**config.mk**
```make
export PLATFORM = sky130hd
export DESIGN_NAME = dmem_arbiter_flat
export DESIGN_NICKNAME = d
export VERILOG_FILES = /design/src/rtl/dmem_arbiter_if.sv /design/src/rtl/dmem_arbiter.sv /design/src/flat_wrapper.sv
export SDC_FILE = /design/constraint.sdc
export NUM_CORES = 1
export LEC_CHECK = 0
export ABC_AREA = 1
export CAP_MARGIN = 20
export CORE_ASPECT_RATIO = 1.75
export CORE_MARGIN = 2
export CORE_UTILIZATION = 34
export CTS_BUF_LIST = sky130_fd_sc_hd__clkbuf_16
export CTS_CLUSTER_SIZE = 8
export DETAILED_ROUTE_END_ITERATION = 7
export SLEW_MARGIN = 15
export SYNTH_ARGS = -nofsm -noshare
export SYNTH_HDL_FRONTEND = slang
export SYNTH_SLANG_ARGS = --single-unit
```
**constraint.sdc**
```tcl
create_clock -name Clk -period 2.2 [get_ports Clk]
set_input_delay 0.55 -clock Clk [delete_from_list [all_inputs] [get_ports Clk]]
set_output_delay 0.55 -clock Clk [all_outputs]
set_load 0.05 [all_outputs]
```
**src/rtl/dmem_arbiter_if.sv**
```systemverilog
// Core, host and data-memory signal bundle around the dmem arbiter.
// The arbiter takes the slave side; requesters and memory take the master side.
interface dmem_arbiter_if #(
    parameter int W = 8,
    parameter int A = 8
);
    logic         C_Req;
    logic         C_We;
    logic [A-1:0] C_Addr;
    logic [W-1:0] C_WData;
    logic         C_Gnt;
    logic [W-1:0] C_RData;
    logic         C_RValid;

    logic         H_Req;
    logic         H_We;
    logic         H_Lock;
    logic [A-1:0] H_Addr;
    logic [W-1:0] H_WData;
    logic         H_Gnt;
    logic [W-1:0] H_RData;
    logic         H_RValid;

    logic [A-1:0] Mem_Addr;
    logic         Mem_WrEn;
    logic [W-1:0] Mem_DataIn;
    logic [W-1:0] Mem_DataOut;

    logic         Core_Stall;

    modport slave (
        input  C_Req, C_We, C_Addr, C_WData,
        input  H_Req, H_We, H_Lock, H_Addr, H_WData,
        input  Mem_DataOut,
        output C_Gnt, C_RData, C_RValid,
        output H_Gnt, H_RData, H_RValid,
        output Mem_Addr, Mem_WrEn, Mem_DataIn,
        output Core_Stall
    );

    modport master (
        output C_Req, C_We, C_Addr, C_WData,
        output H_Req, H_We, H_Lock, H_Addr, H_WData,
        output Mem_DataOut,
        input  C_Gnt, C_RData, C_RValid,
        input  H_Gnt, H_RData, H_RValid,
        input  Mem_Addr, Mem_WrEn, Mem_DataIn,
        input  Core_Stall
    );
endinterface

```
**src/rtl/dmem_arbiter.sv**
```systemverilog
// Two-port data-memory arbiter: round-robin between core and host, with a
// bounded host burst lock so the core is never starved beyond MAXBURST cycles.
module dmem_arbiter #(
    parameter int W        = 8,
    parameter int A        = 8,
    parameter int MAXBURST = 16
) (
    input  logic          Clk,
    input  logic          Reset_n,
    dmem_arbiter_if.slave bus
);
    typedef enum logic [1:0] {IDLE, CORE, HOST, HLOCK} state_t;

    localparam logic [7:0] maxBc = 8'(MAXBURST);

    state_t       stateReg, stateNext;
    logic [7:0]   bcReg, bcNext;
    logic         runReg;
    logic         cGnt, hGnt;
    logic [A-1:0] addrReg, addrNext;
    logic [W-1:0] dataReg, dataNext;
    logic         cRValidReg, hRValidReg;
    logic [W-1:0] cRDataReg, hRDataReg;

    // runReg keeps requests masked until the first edge after reset release.
    always_ff @(posedge Clk or negedge Reset_n) begin
        if (!Reset_n) begin
            runReg     <= 1'b0;
            stateReg   <= IDLE;
            bcReg      <= '0;
            addrReg    <= '0;
            dataReg    <= '0;
            cRValidReg <= 1'b0;
            hRValidReg <= 1'b0;
            cRDataReg  <= '0;
            hRDataReg  <= '0;
        end else begin
            runReg     <= 1'b1;
            stateReg   <= stateNext;
            bcReg      <= bcNext;
            addrReg    <= addrNext;
            dataReg    <= dataNext;
            cRValidReg <= cGnt & ~bus.C_We;
            hRValidReg <= hGnt & ~bus.H_We;
            if (cGnt && !bus.C_We)
                cRDataReg <= bus.Mem_DataOut;
            if (hGnt && !bus.H_We)
                hRDataReg <= bus.Mem_DataOut;
        end
    end

    always_comb begin
        stateNext = stateReg;
        bcNext    = bcReg;
        cGnt      = 1'b0;
        hGnt      = 1'b0;
        if (runReg) begin
            if (stateReg == HLOCK && bus.H_Req && bus.H_Lock) begin
                // A full burst yields exactly one slot to a waiting core.
                if (bcReg >= maxBc && bus.C_Req)
                    cGnt = 1'b1;
                else
                    hGnt = 1'b1;
            end else if (bus.C_Req && bus.H_Req) begin
                if (stateReg == CORE)
                    hGnt = 1'b1;
                else
                    cGnt = 1'b1;
            end else begin
                cGnt = bus.C_Req;
                hGnt = bus.H_Req;
            end

            // Dropping the lock leaves the host as the most recent owner.
            if (stateReg == HLOCK && !(bus.H_Req && bus.H_Lock)) begin
                stateNext = HOST;
                bcNext    = '0;
            end

            if (cGnt) begin
                stateNext = CORE;
                bcNext    = '0;
            end else if (hGnt && bus.H_Lock) begin
                stateNext = HLOCK;
                if (stateReg != HLOCK)
                    bcNext = 8'd1;
                else if (bcReg < maxBc)
                    bcNext = bcReg + 8'd1;
            end else if (hGnt) begin
                stateNext = HOST;
                bcNext    = '0;
            end
        end
    end

    // Memory address and write data hold their last driven value between grants.
    assign addrNext = cGnt ? bus.C_Addr  : (hGnt ? bus.H_Addr  : addrReg);
    assign dataNext = cGnt ? bus.C_WData : (hGnt ? bus.H_WData : dataReg);

    assign bus.Mem_Addr   = addrNext;
    assign bus.Mem_DataIn = dataNext;
    assign bus.Mem_WrEn   = (cGnt & bus.C_We) | (hGnt & bus.H_We);

    assign bus.C_Gnt      = cGnt;
    assign bus.H_Gnt      = hGnt;
    assign bus.C_RValid   = cRValidReg;
    assign bus.H_RValid   = hRValidReg;
    assign bus.C_RData    = cRDataReg;
    assign bus.H_RData    = hRDataReg;
    assign bus.Core_Stall = Reset_n & bus.C_Req & ~cGnt;
endmodule
```
**src/flat_wrapper.sv**
```systemverilog
// flat-port wrapper written by rule: the top's interface ports become plain ports
module dmem_arbiter_flat 
#(
    parameter int W        = 8,
    parameter int A        = 8,
    parameter int MAXBURST = 16
)
  (Clk, Reset_n, bus_C_Req, bus_C_We, bus_C_Addr, bus_C_WData, bus_H_Req, bus_H_We, bus_H_Lock, bus_H_Addr, bus_H_WData, bus_Mem_DataOut, bus_C_Gnt, bus_C_RData, bus_C_RValid, bus_H_Gnt, bus_H_RData, bus_H_RValid, bus_Mem_Addr, bus_Mem_WrEn, bus_Mem_DataIn, bus_Core_Stall);
  dmem_arbiter_if #(.W(W), .A(A)) bus_i ();
  input  logic Clk;
  input  logic Reset_n;
  input wire logic [$bits(bus_i.C_Req)-1:0] bus_C_Req;
  input wire logic [$bits(bus_i.C_We)-1:0] bus_C_We;
  input wire logic [$bits(bus_i.C_Addr)-1:0] bus_C_Addr;
  input wire logic [$bits(bus_i.C_WData)-1:0] bus_C_WData;
  input wire logic [$bits(bus_i.H_Req)-1:0] bus_H_Req;
  input wire logic [$bits(bus_i.H_We)-1:0] bus_H_We;
  input wire logic [$bits(bus_i.H_Lock)-1:0] bus_H_Lock;
  input wire logic [$bits(bus_i.H_Addr)-1:0] bus_H_Addr;
  input wire logic [$bits(bus_i.H_WData)-1:0] bus_H_WData;
  input wire logic [$bits(bus_i.Mem_DataOut)-1:0] bus_Mem_DataOut;
  output wire logic [$bits(bus_i.C_Gnt)-1:0] bus_C_Gnt;
  output wire logic [$bits(bus_i.C_RData)-1:0] bus_C_RData;
  output wire logic [$bits(bus_i.C_RValid)-1:0] bus_C_RValid;
  output wire logic [$bits(bus_i.H_Gnt)-1:0] bus_H_Gnt;
  output wire logic [$bits(bus_i.H_RData)-1:0] bus_H_RData;
  output wire logic [$bits(bus_i.H_RValid)-1:0] bus_H_RValid;
  output wire logic [$bits(bus_i.Mem_Addr)-1:0] bus_Mem_Addr;
  output wire logic [$bits(bus_i.Mem_WrEn)-1:0] bus_Mem_WrEn;
  output wire logic [$bits(bus_i.Mem_DataIn)-1:0] bus_Mem_DataIn;
  output wire logic [$bits(bus_i.Core_Stall)-1:0] bus_Core_Stall;
  assign bus_i.C_Req = bus_C_Req;
  assign bus_i.C_We = bus_C_We;
  assign bus_i.C_Addr = bus_C_Addr;
  assign bus_i.C_WData = bus_C_WData;
  assign bus_i.H_Req = bus_H_Req;
  assign bus_i.H_We = bus_H_We;
  assign bus_i.H_Lock = bus_H_Lock;
  assign bus_i.H_Addr = bus_H_Addr;
  assign bus_i.H_WData = bus_H_WData;
  assign bus_i.Mem_DataOut = bus_Mem_DataOut;
  assign bus_C_Gnt = bus_i.C_Gnt;
  assign bus_C_RData = bus_i.C_RData;
  assign bus_C_RValid = bus_i.C_RValid;
  assign bus_H_Gnt = bus_i.H_Gnt;
  assign bus_H_RData = bus_i.H_RData;
  assign bus_H_RValid = bus_i.H_RValid;
  assign bus_Mem_Addr = bus_i.Mem_Addr;
  assign bus_Mem_WrEn = bus_i.Mem_WrEn;
  assign bus_Mem_DataIn = bus_i.Mem_DataIn;
  assign bus_Core_Stall = bus_i.Core_Stall;
  dmem_arbiter #(.W(W), .A(A), .MAXBURST(MAXBURST)) u_core (.Clk(Clk), .Reset_n(Reset_n), .bus(bus_i));
endmodule
```
Word level (Yosys, flattened, before mapping)
Cells that the tools add are included.
{ "totals": {"wordCells": 65, "output_inout_bits": 38, "ff_bits": 45, "in_bits": 47} }
{ "classes": {"bitwise_logic": 10, "reduce_logical": 14, "order_cmp": 2, "addsub": 1, "mux": 26, "eq_ne": 3} }
{ "op_table": {"columns": ["op", "n"], "rows": [
  ["8-bit 2-to-1 mux", 10],
  ["1-bit 2-to-1 mux", 12],
  ["1-bit logical AND", 9],
  ["8-bit by 1-bit adder with 8-bit output, second input constant", 1],
  ["8-bit by 5-bit greater-or-equal comparator with 1-bit output, second input constant", 1],
  ["8-bit by 5-bit less-than comparator with 1-bit output, second input constant", 1],
  ["2-bit 2-to-1 mux", 4],
  ["1-bit bitwise AND", 6],
  ["4-bit nonzero test", 1],
  ["1-bit logical NOT", 3],
  ["1-bit NOT", 3],
  ["2-bit by 1-bit equality test with 1-bit output, second input constant", 1],
  ["2-bit equality test, second input constant", 1],
  ["2-bit != test, second input constant", 1],
  ["2-bit AND reduction", 1],
  ["1-bit OR", 1]
]} }

Logic depth before layout (Yosys ltp)
Gate-level depths: netlist (run 1).
{ "depth": {"word_depth": 8, "mapped_depth": 11, "depth_no_buf": 11} }

Least setup slack after synthesis (run 1)
Ideal clock, no wire load.
{ "synth_timing": {"kind": "input to output", "startpoint": "in bus_H_Lock", "endpoint": "out bus_Mem_WrEn", "path_stages": 7, "path_buffers": 0, "setup_slack_ns": -0.524, "t_required_ns": 1.650, "t_arrival_ns": 2.174, "path_cell_list": "nand2_1 > inv_2 > nand2_4 > clkinv_4 > nand2_8 > nand3_2 > o21ai_0"} }
{ "synth_between": {"elab_chain_cells": 6} }
{ "synth_lines": {"columns": ["item", "line_no", "text"], "rows": [
  ["start: declaration", "flat_wrapper.sv:18", "input wire logic [$bits(bus_i.H_Lock)-1:0] bus_H_Lock;"],
  ["1-bit logical AND *", "dmem_arbiter.sv:58", "if (stateReg == HLOCK && bus.H_Req && bus.H_Lock) begin"],
  ["1-bit 2-to-1 mux", "dmem_arbiter.sv:58", null],
  ["1-bit 2-to-1 mux (2 in series)", "dmem_arbiter.sv:57", "if (runReg) begin"],
  ["1-bit bitwise AND", "dmem_arbiter.sv:102", "assign bus.Mem_WrEn = (cGnt & bus.C_We) | (hGnt & bus.H_We);"],
  ["1-bit OR *", "dmem_arbiter.sv:102", null],
  ["end: declaration", "flat_wrapper.sv:29", "output wire logic [$bits(bus_i.Mem_WrEn)-1:0] bus_Mem_WrEn;"]
]} }
Mark *: on every way between the ends. The rest lies on a longest branch, timed or not. The select of a mux whose other input is x is not followed.

Final worst setup path (run 1)
{ "layout_timing": {"startpoint": "reg u_core.stateReg[1]", "endpoint": "out bus_Mem_DataIn[7]"} }
{ "layout_between": {"elab_chain_cells": 8} }
{ "layout_lines": {"columns": ["item", "line_no", "text"], "rows": [
  ["start: declaration", "dmem_arbiter.sv:16", "state_t stateReg, stateNext;"],
  ["start signal: assignment", "dmem_arbiter.sv:39", "stateReg <= stateNext;"],
  ["2-bit by 1-bit equality test with 1-bit output / 2-bit equality test (equally long branches)", "dmem_arbiter.sv:65, dmem_arbiter.sv:58", null],
  ["1-bit 2-to-1 mux / 1-bit logical AND (equally long branches)", "dmem_arbiter.sv:65, dmem_arbiter.sv:58", null],
  ["1-bit 2-to-1 mux / 1-bit logical AND (equally long branches)", "dmem_arbiter.sv:64, dmem_arbiter.sv:58", null],
  ["1-bit 2-to-1 mux", "dmem_arbiter.sv:58", null],
  ["1-bit 2-to-1 mux (2 in series)", "dmem_arbiter.sv:57", null],
  ["8-bit 2-to-1 mux", "dmem_arbiter.sv:98", "assign dataNext = cGnt ? bus.C_WData : (hGnt ? bus.H_WData : dataReg);"],
  ["8-bit 2-to-1 mux *", "dmem_arbiter.sv:98", null],
  ["end: declaration", "flat_wrapper.sv:30", "output wire logic [$bits(bus_i.Mem_DataIn)-1:0] bus_Mem_DataIn;"]
]} }
Marked as above.

==> results.py, run 1 <==
metrics = {
    "setup_path": {
        "timing.rr.end": "u_core.bus.C_RData[5]",
        "cp_data_required_time_ps": 1650,
        "worst_setup_path_end_kind": "primary output",
        "regToRegStartpoint": "u_core.stateReg[1]",
        "worst-r2r-setup-slack_ps": 280,
        "worst-path-max-fanout": 6,
        "timing.critical_path.arrival_ps": 1790,
        "cp-start-kind": "flop",
        "critPathCapture": "bus_Mem_DataIn[7]",
        "worstSetupPathType": "flop to primary output",
        "worstRegToRegCells": 14,
        "launch_point_of_the_critical_path": "u_core.stateReg[1]",
    },
    "cells_and_area": {
        "final_common_cell": "sky130_fd_sc_hd__nand2_1",
        "fin_util": 0.623,
        "finalNonFillerCells": 532,
        "synthToLayoutAreaGrowth_pct": 76.3,
        "n_antenna_cell": 0,
        "fraction_of_final_layout_cells_with_drive_strength_greater_than_1": 0.304,
        "design.final.nets": 496,
        "layout.cell_area.non_filler_um2": 4300,
        "final_cell_mix": "114 x sky130_fd_sc_hd__nand2_1, 59 x sky130_fd_sc_hd__clkdlybuf4s50_1, 45 x sky130_fd_sc_hd__dfrtp_1, 39 x sky130_fd_sc_hd__buf_4, 29 x sky130_fd_sc_hd__inv_1",
    },
    "placed_design": {
        "postPlaceCellArea_um2": 3780,
        "pre_cts_ws_ps": -576,
        "place.detailed.instances": 501,
        "dp_hpwl_um": 5540,
        "port_buffers": 84,
        "gpl.final_weighted_congestion": 0.860,
    },
    "synth": {
        "synthMuxAreaShare": 0,
        "synth-compound-area-share": 0.0405,
        "synthDistinctLibCells": 26,
        "ys.warnings.count": 0,
        "synthesis.area_um2": 2440,
        "synth_adder_area_share": 0.0103,
        "ys_seq_area_frac": 0.462,
        "synth_top_family_by_area": "simple AND/OR/NAND/NOR gates",
        "synth-simple-area-share": 0.402,
        "xor_and_xnor_fraction_of_the_mapped_netlist_area": 0,
        "synth-seq-cells": 45,
        "synthesized_area_divided_by_synthesized_cell_count_um2": 7.70,
        "mappedNetlistNets": 366,
        "netlist_instances": 317,
    },
    "sta": {
        "final_max_slew_viol_count": 0,
        "tightestPinTransition_ps": 593,
        "max_frequency_ghz": 0.427,
        "setup_violations": 20,
        "holdWs_ps": 388,
        "layout_worst_path_cycle_share": 1.07,
        "maxSlewHeadroom": 0.604,
        "clock_skew_ps": 6.68,
        "grt_setup_unrepaired": "yes",
        "final_hold_vio_count": 0,
        "post-route-min-period_ps": 2340,
        "finalWorstSetupSlack_ps": -144,
    },
    "route": {
        "via_per_inst": 4.80,
        "route.detailed.wl_per_inst_um": 15.0,
        "routed_wirelength_um": 7990,
        "antenna_left": 0,
        "drtPass1Iterations": 4,
        "vias": 2553,
        "drc_errors": 0,
        "detail_route.iter0.violations": 120,
    },
    "worst_hold_path": {
        "worst_hold_path_type": "primary input to asynchronous set/reset pin",
    },
    "clock_network": {
        "clock_tree.buffer_depth": 2,
        "cts_num_sinks": 45,
        "cts_tree": "yes",
        "clock_latency_ps": 290,
        "cts_root_buf": "sky130_fd_sc_hd__clkbuf_16",
        "htree_num_levels": 2,
        "clkTransAtPathRegs_ps": 70,
        "cts_made_buffers": 5,
        "cts_hold_buffers": 0,
    },
    "floorplan": {
        "std_cell_rows": 40,
        "die_y_um": 116,
        "horizontal_extent_of_the_die_um": 68.0,
        "initial_utilization": 0.353,
        "core_area_um2": 6910,
        "io_pins": 85,
        "die-area_um2": 7900,
    },
    "grt": {
        "grtUsageTotal": 0.219,
        "globalRouteOverflowTotal": 0,
        "grt_start_max_net_pins": 46,
        "wire_length_of_the_first_global_routing_pass_um": 12800,
        "number_of_global_route_vias_before_repair": 2616,
        "antenna_found_initial": 0,
    },
    "power_and_ir_drop": {
        "pwr_density_cell_nw_per_um2": 1340,
        "cellLeakagePower_nw": 2.17,
        "vdd_ir_drop_max_v": 0.000800,
    },
    "flow_run": {
        "drv.max_cap_violation_count": 0,
    },
    "outcome": {
        "violations": "negative setup slack",
        "outcome": "complete, but fails checks",
    },
}
stage by stage:
step	TNS [ps]	total power, mW
after floorplan	-22.2	3.08
final	-2350	5.76
after global routing	-4170	6.05
after detailed placement	-13490	4.49
after CTS	-2160	5.69
after global placement	-12780	4.47
worst max-delay path, cell delays in order, from the launching register on:
cell	delay [ps]
sky130_fd_sc_hd__dfrtp_1	430
sky130_fd_sc_hd__inv_1	70
sky130_fd_sc_hd__nand2_1	60
sky130_fd_sc_hd__nand2_2	110
sky130_fd_sc_hd__nand3_4	120
sky130_fd_sc_hd__nand2_8	110
sky130_fd_sc_hd__nand2_8	70
sky130_fd_sc_hd__buf_6	140
sky130_fd_sc_hd__nand2_1	80
sky130_fd_sc_hd__nand3_2	70
sky130_fd_sc_hd__nand2_2	110
sky130_fd_sc_hd__buf_12	140
final cells by class:
| cell class | instances | area [um2] |
|---|---|---|
| Sequential cell | 45 | 1130 |
| Timing Repair Buffer | 133 | 1470 |
| Tap cell | 84 | 105 |
| Fill cell | 597 | 2610 |
| Clock inverter | 3 | 47.5 |
| Clock buffer | 5 | 125 |
| Multi-Input combinational cell | 227 | 1280 |
| Inverter | 35 | 148 |
worst min-delay path by stage:
stage,from,end,cells after the start
after global routing,Reset_n,u_core.bus.C_RValid,2
after floorplan,Reset_n,u_core.addrReg[0],0
after detailed placement,u_core.bus.C_RData[0],u_core.bus.C_RData[0],2
after CTS,Reset_n,u_core.bus.H_RValid,2
after global placement,u_core.bus.C_RData[4],u_core.bus.C_RData[4],2
final,Reset_n,u_core.bcReg[7],2
sequential cells by signal, indices dropped and copies added (netlist names):
name                 count
u_core.bus.C_RData       8
u_core.bus.C_RValid      1
u_core.bcReg             8
u_core.bus.H_RData       8
u_core.stateReg          2
u_core.dataReg           8
u_core.bus.H_RValid      1
u_core.addrReg           8
u_core.runReg            1
logic make-up after synthesis:
logic type | after synthesis
buffers and inverters | 45
flip-flops | 45
AND/OR/NAND/NOR | 205
AO/OA/AOI/OAI | 19
adder cells (fa/ha/maj) | 2
other | 1
report_power, final:
group          total (mW)  internal [mW]  switching (mW)
Combinational        3.58           1.51            2.07
Sequential           1.29           1.13           0.156
Clock               0.894          0.545           0.350
synthesized netlist by cell type:
cell | n | area (um2)
sky130_fd_sc_hd__dfrtp_1 | 45 | 1130
sky130_fd_sc_hd__a31oi_1 | 1 | 6.26
sky130_fd_sc_hd__inv_4 | 1 | 6.26
sky130_fd_sc_hd__nand2_2 | 3 | 18.8
sky130_fd_sc_hd__clkbuf_1 | 2 | 7.51
sky130_fd_sc_hd__inv_2 | 2 | 7.51
sky130_fd_sc_hd__nand4_1 | 2 | 12.5
sky130_fd_sc_hd__ha_1 | 2 | 25.0
sky130_fd_sc_hd__nand2_4 | 4 | 45.0
sky130_fd_sc_hd__nand3b_1 | 18 | 135
sky130_fd_sc_hd__buf_4 | 1 | 7.51
sky130_fd_sc_hd__nor2_8 | 2 | 40.0
sky130_fd_sc_hd__nand3_1 | 26 | 130
sky130_fd_sc_hd__nand2_1 | 139 | 522
sky130_fd_sc_hd__nand2_8 | 1 | 20.0
sky130_fd_sc_hd__nor2_1 | 7 | 26.3
sky130_fd_sc_hd__buf_1 | 1 | 3.75
sky130_fd_sc_hd__conb_1 | 1 | 3.75
sky130_fd_sc_hd__nand3_2 | 3 | 30.0
sky130_fd_sc_hd__inv_1 | 31 | 116
sky130_fd_sc_hd__buf_6 | 3 | 33.8
sky130_fd_sc_hd__buf_2 | 3 | 15.0
sky130_fd_sc_hd__o211ai_1 | 1 | 7.51
sky130_fd_sc_hd__o21ai_0 | 15 | 75.1
sky130_fd_sc_hd__a21oi_1 | 2 | 10.0
sky130_fd_sc_hd__clkinv_4 | 1 | 8.76
layer usage:
layer	vias to the layer above	GRT usage	routed length [um]
met1	1208	0.228	2750
met3	27	0.0398	306
met2	74	0.399	4550
li1	1244	-	-
met5	-	0	0
met4	0	0.116	382
timing repair:
| item | in CTS | in global routing |
|---|---|---|
| buffers inserted | 15 | 6 |
| endpoints found under the setup margin | 20 | 20 |
| endpoints found under the hold margin | 0 | 0 |
| pin swaps | 16 | 9 |
| cloned | 2 | 0 |
| resized for setup | 46 | 6 |
Note: power is estimated with default switching activity, not from simulation.
==> run 2, diff against run 1 <==
--- a/config.mk
+++ b/config.mk
@@ -7,12 +7,13 @@
 export LEC_CHECK = 0
 export ABC_AREA = 1
 export CAP_MARGIN = 20
-export CORE_ASPECT_RATIO = 1.75
+export CORE_ASPECT_RATIO = 1.5
 export CORE_MARGIN = 2
 export CORE_UTILIZATION = 34
 export CTS_BUF_LIST = sky130_fd_sc_hd__clkbuf_16
 export CTS_CLUSTER_SIZE = 8
 export DETAILED_ROUTE_END_ITERATION = 7
+export PLACE_DENSITY = 0.68
 export SLEW_MARGIN = 15
 export SYNTH_ARGS = -nofsm -noshare
 export SYNTH_HDL_FRONTEND = slang
==> run 2 against run 1 <==
The flow still finishes with violations (negative setup slack). Die area shrank 0.16%. Utilization is 1.2 points lower. Clock power down 2.9%. Fmax is 0.43% lower. Cell area down 2.0%. Critical endpoint is now bus_Mem_Addr[6]. Largest cell class unchanged. Final cell count down 3.0%. Critical path depth is the same. Worst setup slack lost 10 ps.
==> results.py, run 2 (synthesis gave the netlist of run 1 again) <==
metrics = {
    "floorplan": {
        "core_area_um2": 6900,
        "horizontal_extent_of_the_die_um": 73.2,
        "io_pins": 85,
        "die-area_um2": 7880,
        "die_y_um": 108,
        "std_cell_rows": 37,
        "initial_utilization": 0.354,
    },
    "placed_design": {
        "port_buffers": 84,
        "gpl.final_weighted_congestion": 0.861,
        "dp_hpwl_um": 5220,
        "postPlaceCellArea_um2": 3750,
        "pre_cts_ws_ps": -564,
    },
    "grt": {
        "grtUsageTotal": 0.189,
        "wire_length_of_the_first_global_routing_pass_um": 11600,
        "globalRouteOverflowTotal": 0,
        "antenna_found_initial": 0,
        "grt_start_max_net_pins": 46,
        "number_of_global_route_vias_before_repair": 2479,
    },
    "worst_hold_path": {
        "worst_hold_path_type": "primary input to asynchronous set/reset pin",
    },
    "clock_network": {
        "htree_num_levels": 2,
        "clock_latency_ps": 280,
        "cts_made_buffers": 5,
        "cts_hold_buffers": 0,
        "cts_tree": "yes",
        "clock_tree.buffer_depth": 2,
        "cts_root_buf": "sky130_fd_sc_hd__clkbuf_16",
        "cts_num_sinks": 45,
        "clkTransAtPathRegs_ps": 70,
    },
    "setup_path": {
        "worst-path-max-fanout": 9,
        "launch_point_of_the_critical_path": "u_core.stateReg[0]",
        "timing.critical_path.arrival_ps": 1800,
        "cp_data_required_time_ps": 1650,
        "cp-start-kind": "flop",
        "worst_setup_path_end_kind": "primary output",
        "worstSetupPathType": "flop to primary output",
        "regToRegStartpoint": "u_core.stateReg[0]",
    },
    "sta": {
        "post-route-min-period_ps": 2350,
        "clock_skew_ps": 6.29,
        "final_hold_vio_count": 0,
        "final_max_slew_viol_count": 0,
        "maxSlewHeadroom": 0.614,
        "finalWorstSetupSlack_ps": -154,
        "setup_violations": 19,
        "tightestPinTransition_ps": 579,
        "max_frequency_ghz": 0.425,
        "grt_setup_unrepaired": "yes",
        "layout_worst_path_cycle_share": 1.07,
    },
    "route": {
        "drtPass1Iterations": 4,
        "via_per_inst": 4.87,
        "vias": 2512,
        "route.detailed.wl_per_inst_um": 14.4,
        "routed_wirelength_um": 7440,
        "antenna_left": 0,
        "detail_route.iter0.violations": 195,
        "drc_errors": 0,
    },
    "cells_and_area": {
        "final_cell_mix": "114 x sky130_fd_sc_hd__nand2_1, 60 x sky130_fd_sc_hd__clkdlybuf4s50_1, 44 x sky130_fd_sc_hd__dfrtp_1, 30 x sky130_fd_sc_hd__buf_4, 29 x sky130_fd_sc_hd__inv_1",
        "fillerInstances": 579,
        "layout.cell_area.non_filler_um2": 4220,
        "synthToLayoutAreaGrowth_pct": 72.8,
        "fin_util": 0.611,
        "final_common_cell": "sky130_fd_sc_hd__nand2_1",
        "fraction_of_final_layout_cells_with_drive_strength_greater_than_1": 0.290,
        "design.final.nets": 486,
        "n_antenna_cell": 0,
    },
    "outcome": {
        "outcome": "complete, but fails checks",
        "violations": "negative setup slack",
    },
    "power_and_ir_drop": {
        "vdd_ir_drop_max_v": 0.000839,
        "cellLeakagePower_nw": 2.11,
        "pwr_density_cell_nw_per_um2": 1340,
    },
    "flow_run": {
        "drv.max_cap_violation_count": 0,
    },
}
-- run 2: worst max-delay path: stages, from the launching register on --
cell	delay (ps)
sky130_fd_sc_hd__dfrtp_1	420
sky130_fd_sc_hd__nand2_2	130
sky130_fd_sc_hd__inv_4	50
sky130_fd_sc_hd__nand2_4	80
sky130_fd_sc_hd__clkinv_4	70
sky130_fd_sc_hd__nand2_8	90
sky130_fd_sc_hd__nand2_4	70
sky130_fd_sc_hd__nor2_8	130
sky130_fd_sc_hd__buf_8	160
sky130_fd_sc_hd__nand2_1	70
sky130_fd_sc_hd__nand2_2	100
sky130_fd_sc_hd__buf_12	140
-- run 2: worst paths after layout --
check | end | slack (ps) | cells after the start
max in group asynchronous | u_core.runReg | 1330 | 2
max reg2reg | u_core.bus.C_RData[2] | 390 | 14
max | bus_Mem_Addr[6] | -150 | 11
min | u_core.dataReg[2] | 410 | 2
min reg2reg | u_core.bus.C_RData[1] | 490 | 2
min in group Clk | u_core.bus.C_RData[1] | 490 | 2
-- run 2: where the power goes --
group,internal (mW),leakage (nW),switching (mW)
logic,1.45,1.47,2.03
registers,1.13,0.563,0.156
clock network,0.538,0.0800,0.330
total,3.12,2.11,2.51
-- run 2: per-layer routing --
metal	vias up	wire, um	part of all wire	track usage
met5	-	0	0	0
met4	0	368	0.049	0.0913
met3	24	304	0.041	0.0281
met2	79	3970	0.53	0.346
met1	1180	2790	0.38	0.206
li1	1229	-	-	-
-- run 2: final cells by class --
cell class / count / area (um2) / share of cell area
clock buffers: 5 / 125 / 0.0297
well taps: 78 / 97.6 / 0.0232
repair buffers: 123 / 1400 / 0.331
multi-input cells: 227 / 1270 / 0.302
inverters: 35 / 148 / 0.0350
flip-flops and latches: 45 / 1130 / 0.267
clock inverters: 3 / 46.3 / 0.0110
-- run 2: what timing repair did --
action,4_1_cts,5_1_grt
cloned,1,1
setup buffers,5,9
endpoints found under the setup margin,20,20
gates resized for setup,30,20
pin swaps,2,7
-- run 2: per-stage QoR --
| step | setup TNS (ps) | cells | hold slack, ps | total power [mW] |
|---|---|---|---|---|
| global route | -4650 | 516 | 463 | 5.91 |
| detailed placement | -13050 | 492 | 469 | 4.47 |
| CTS | -2590 | 506 | 461 | 5.46 |
| floorplan | -22.2 | 317 | 254 | 3.08 |
| finish | -2660 | 516 | 411 | 5.63 |
| global placement | -11680 | 492 | 463 | 4.43 |
==> run 3, diff against run 2 <==
--- a/config.mk
+++ b/config.mk
@@ -18,3 +18,4 @@
 export SYNTH_ARGS = -nofsm -noshare
 export SYNTH_HDL_FRONTEND = slang
 export SYNTH_SLANG_ARGS = --single-unit
+export TNS_END_PERCENT = 5
==> run 3 against run 2 <==
The flow still finishes with violations (negative setup slack). Power rose by 0.31%. Fmax rose by 0.54%. Critical path depth rose by 1. Cell area barely moved. First-iteration DRC count fell by 18%. Flip-flop and latch count did not move. Via count fell by 0.20%. Global-route usage fell by 0.058 points. Clock power barely moved. Die area did not move. Sequential share of layout area barely moved. Register-to-register slack improved by 30 ps. Critical path type unchanged.
==> results.py, run 3 (synthesis gave the netlist of run 1 again) <==
metrics = {
    "placed_design": {
        "pre_cts_ws_ps": -564,
        "port_buffers": 84,
        "postPlaceCellArea_um2": 3750,
        "place.detailed.instances": 492,
        "gpl.final_weighted_congestion": 0.861,
        "dp_hpwl_um": 5220,
    },
    "grt": {
        "antenna_found_initial": 0,
        "wire_length_of_the_first_global_routing_pass_um": 11600,
        "globalRouteOverflowTotal": 0,
        "number_of_global_route_vias_before_repair": 2486,
        "grt_start_max_net_pins": 46,
        "grtUsageTotal": 0.189,
    },
    "worst_hold_path": {
        "worst_hold_path_type": "primary input to asynchronous set/reset pin",
    },
    "setup_path": {
        "cp_data_required_time_ps": 1650,
        "critical_path.top_delay_family": "simple AND/OR/NAND/NOR gates",
        "regToRegStartpoint": "u_core.stateReg[0]",
        "worstRegToRegCells": 13,
        "cp-start-kind": "flop",
        "worst_path_max_delay_cell": "sky130_fd_sc_hd__dfrtp_1",
        "launch_point_of_the_critical_path": "u_core.stateReg[0]",
        "worst_setup_path_end_kind": "primary output",
        "timing.rr.end": "u_core.bus.C_RData[2]",
        "timing.critical_path.arrival_ps": 1790,
        "worst-path-max-fanout": 5,
        "crit_cells": 12,
        "cp_common_cell": "sky130_fd_sc_hd__nand2_8",
        "critical_path.max_stage_delay_ps": 420,
        "worstSetupPathType": "flop to primary output",
        "worst-r2r-setup-slack_ps": 420,
        "critPathCapture": "bus_Mem_DataIn[3]",
        "critical_path.n_buffers_inverters": 4,
        "timing.critical_path.cells": "nand2_2 > inv_4 > nand2_4 > clkinv_4 > nand2_8 > nand2_8 > nand2_8 > clkbuf_16 > nand2_1 > nand3_1 > nand2_2 > buf_12",
    },
    "clock_network": {
        "cts_num_sinks": 45,
        "htree_num_levels": 2,
        "clock_tree.buffer_depth": 2,
        "cts_hold_buffers": 0,
        "cts_tree": "yes",
        "cts_root_buf": "sky130_fd_sc_hd__clkbuf_16",
        "clock_latency_ps": 290,
        "cts_made_buffers": 5,
        "clkTransAtPathRegs_ps": 70,
    },
    "route": {
        "vias": 2507,
        "met2RoutedLength_um": 3920,
        "antenna_left": 0,
        "dr_wl_met3_um": 322,
        "via_per_inst": 4.86,
        "route.top_layer_used": "met4",
        "drc_errors": 0,
        "routed_wirelength_um": 7390,
        "m1WireLength_um": 2770,
        "route.detailed.wl_per_inst_um": 14.3,
        "drtPass1Iterations": 5,
        "detail_route.iter0.violations": 159,
    },
    "cells_and_area": {
        "fillerInstances": 584,
        "fraction_of_final_layout_cells_with_drive_strength_greater_than_1": 0.290,
        "final_common_cell": "sky130_fd_sc_hd__nand2_1",
        "ff_latch_area_um2": 1130,
        "multi_input_area_um2": 1270,
        "layout.cell_area.non_filler_um2": 4220,
        "synthToLayoutAreaGrowth_pct": 72.8,
        "finalNonFillerCells": 516,
        "final_cell_mix": "113 x sky130_fd_sc_hd__nand2_1, 60 x sky130_fd_sc_hd__clkdlybuf4s50_1, 44 x sky130_fd_sc_hd__dfrtp_1, 30 x sky130_fd_sc_hd__buf_4, 29 x sky130_fd_sc_hd__inv_1",
        "design.final.nets": 486,
        "n_antenna_cell": 0,
    },
    "sta": {
        "post-route-min-period_ps": 2340,
        "final_max_slew_viol_count": 0,
        "maxSlewHeadroom": 0.615,
        "grt_setup_unrepaired": "yes",
        "max_frequency_ghz": 0.427,
        "totalNegativeSetupSlack_ps": -2280,
        "layout_worst_path_cycle_share": 1.06,
        "setup_violations": 20,
        "tightestPinTransition_ps": 577,
        "clock_skew_ps": 5.27,
        "finalWorstSetupSlack_ps": -142,
        "final_hold_vio_count": 0,
    },
    "floorplan": {
        "die-area_um2": 7880,
        "horizontal_extent_of_the_die_um": 73.2,
        "core_area_um2": 6900,
        "io_pins": 85,
        "initial_utilization": 0.354,
        "std_cell_rows": 37,
        "die_y_um": 108,
    },
    "power_and_ir_drop": {
        "vdd_ir_drop_max_v": 0.000893,
        "netSwitchingFraction": 0.445,
        "combinationalPowerShare": 0.618,
        "switching_power_mw": 2.52,
        "cellLeakagePower_nw": 2.11,
        "pwr_density_cell_nw_per_um2": 1340,
        "internal_portion_of_total_power_mw": 3.14,
        "post-layout-total-power_mw": 5.65,
        "p_seq_frac": 0.229,
        "p_clk_frac": 0.154,
    },
    "outcome": {
        "outcome": "complete, but fails checks",
        "violations": "negative setup slack",
    },
    "flow_run": {
        "drv.max_cap_violation_count": 0,
    },
}
[run 3: per-layer routing]
| metal | vias to the layer above | track usage |
|---|---|---|
| li1 | 1227 | - |
| met5 | - | 0 |
| met3 | 28 | 0.0281 |
| met4 | 0 | 0.0913 |
| met2 | 83 | 0.345 |
| met1 | 1169 | 0.205 |
[run 3: through the flow]
step / hold WS, ps / utilization
floorplan: 254 / -
global route: 463 / 0.611
global placement: 463 / 0.544
finish: 410 / 0.611
detailed placement: 469 / 0.544
CTS: 461 / 0.584
[run 3: final cells by class]
type                            instances  area share
Multi-Input combinational cell        227       0.302
Sequential cell                        45       0.267
Clock inverter                          3      0.0110
Tap cell                               78      0.0231
Timing Repair Buffer                  123       0.332
Clock buffer                            5      0.0297
Inverter                               35      0.0350
[run 3: how the worst min path moves through the flow]
stage	cells past startpoint	endpoint	slack [ps]
3_5_place_dp	2	u_core.bus.C_RData[4]	470
6_report	2	u_core.dataReg[2]	410
3_3_place_gp	2	u_core.bus.C_RData[3]	460
4_1_cts	2	u_core.dataReg[2]	460
5_1_grt	2	u_core.bcReg[4]	460
2_1_floorplan	0	u_core.addrReg[0]	250
[run 3: power groups by stage]
| stage | clock (mW) | sequential, mW | combinational, mW |
|---|---|---|---|
| floorplan | 0 | 1.76 | 1.32 |
| global placement | 0 | 1.29 | 3.14 |
| detailed placement | 0 | 1.29 | 3.17 |
| CTS | 0.881 | 1.29 | 3.29 |
| global route | 0.920 | 1.32 | 3.69 |
| finish | 0.869 | 1.29 | 3.49 |
[run 3: what timing repair did]
item,in CTS,in global routing
gates resized for setup,29,22
hold endpoints to repair,0,0
gates cloned,1,1
buffers inserted,5,9
endpoints found under the setup margin,20,20
pin swaps,4,12
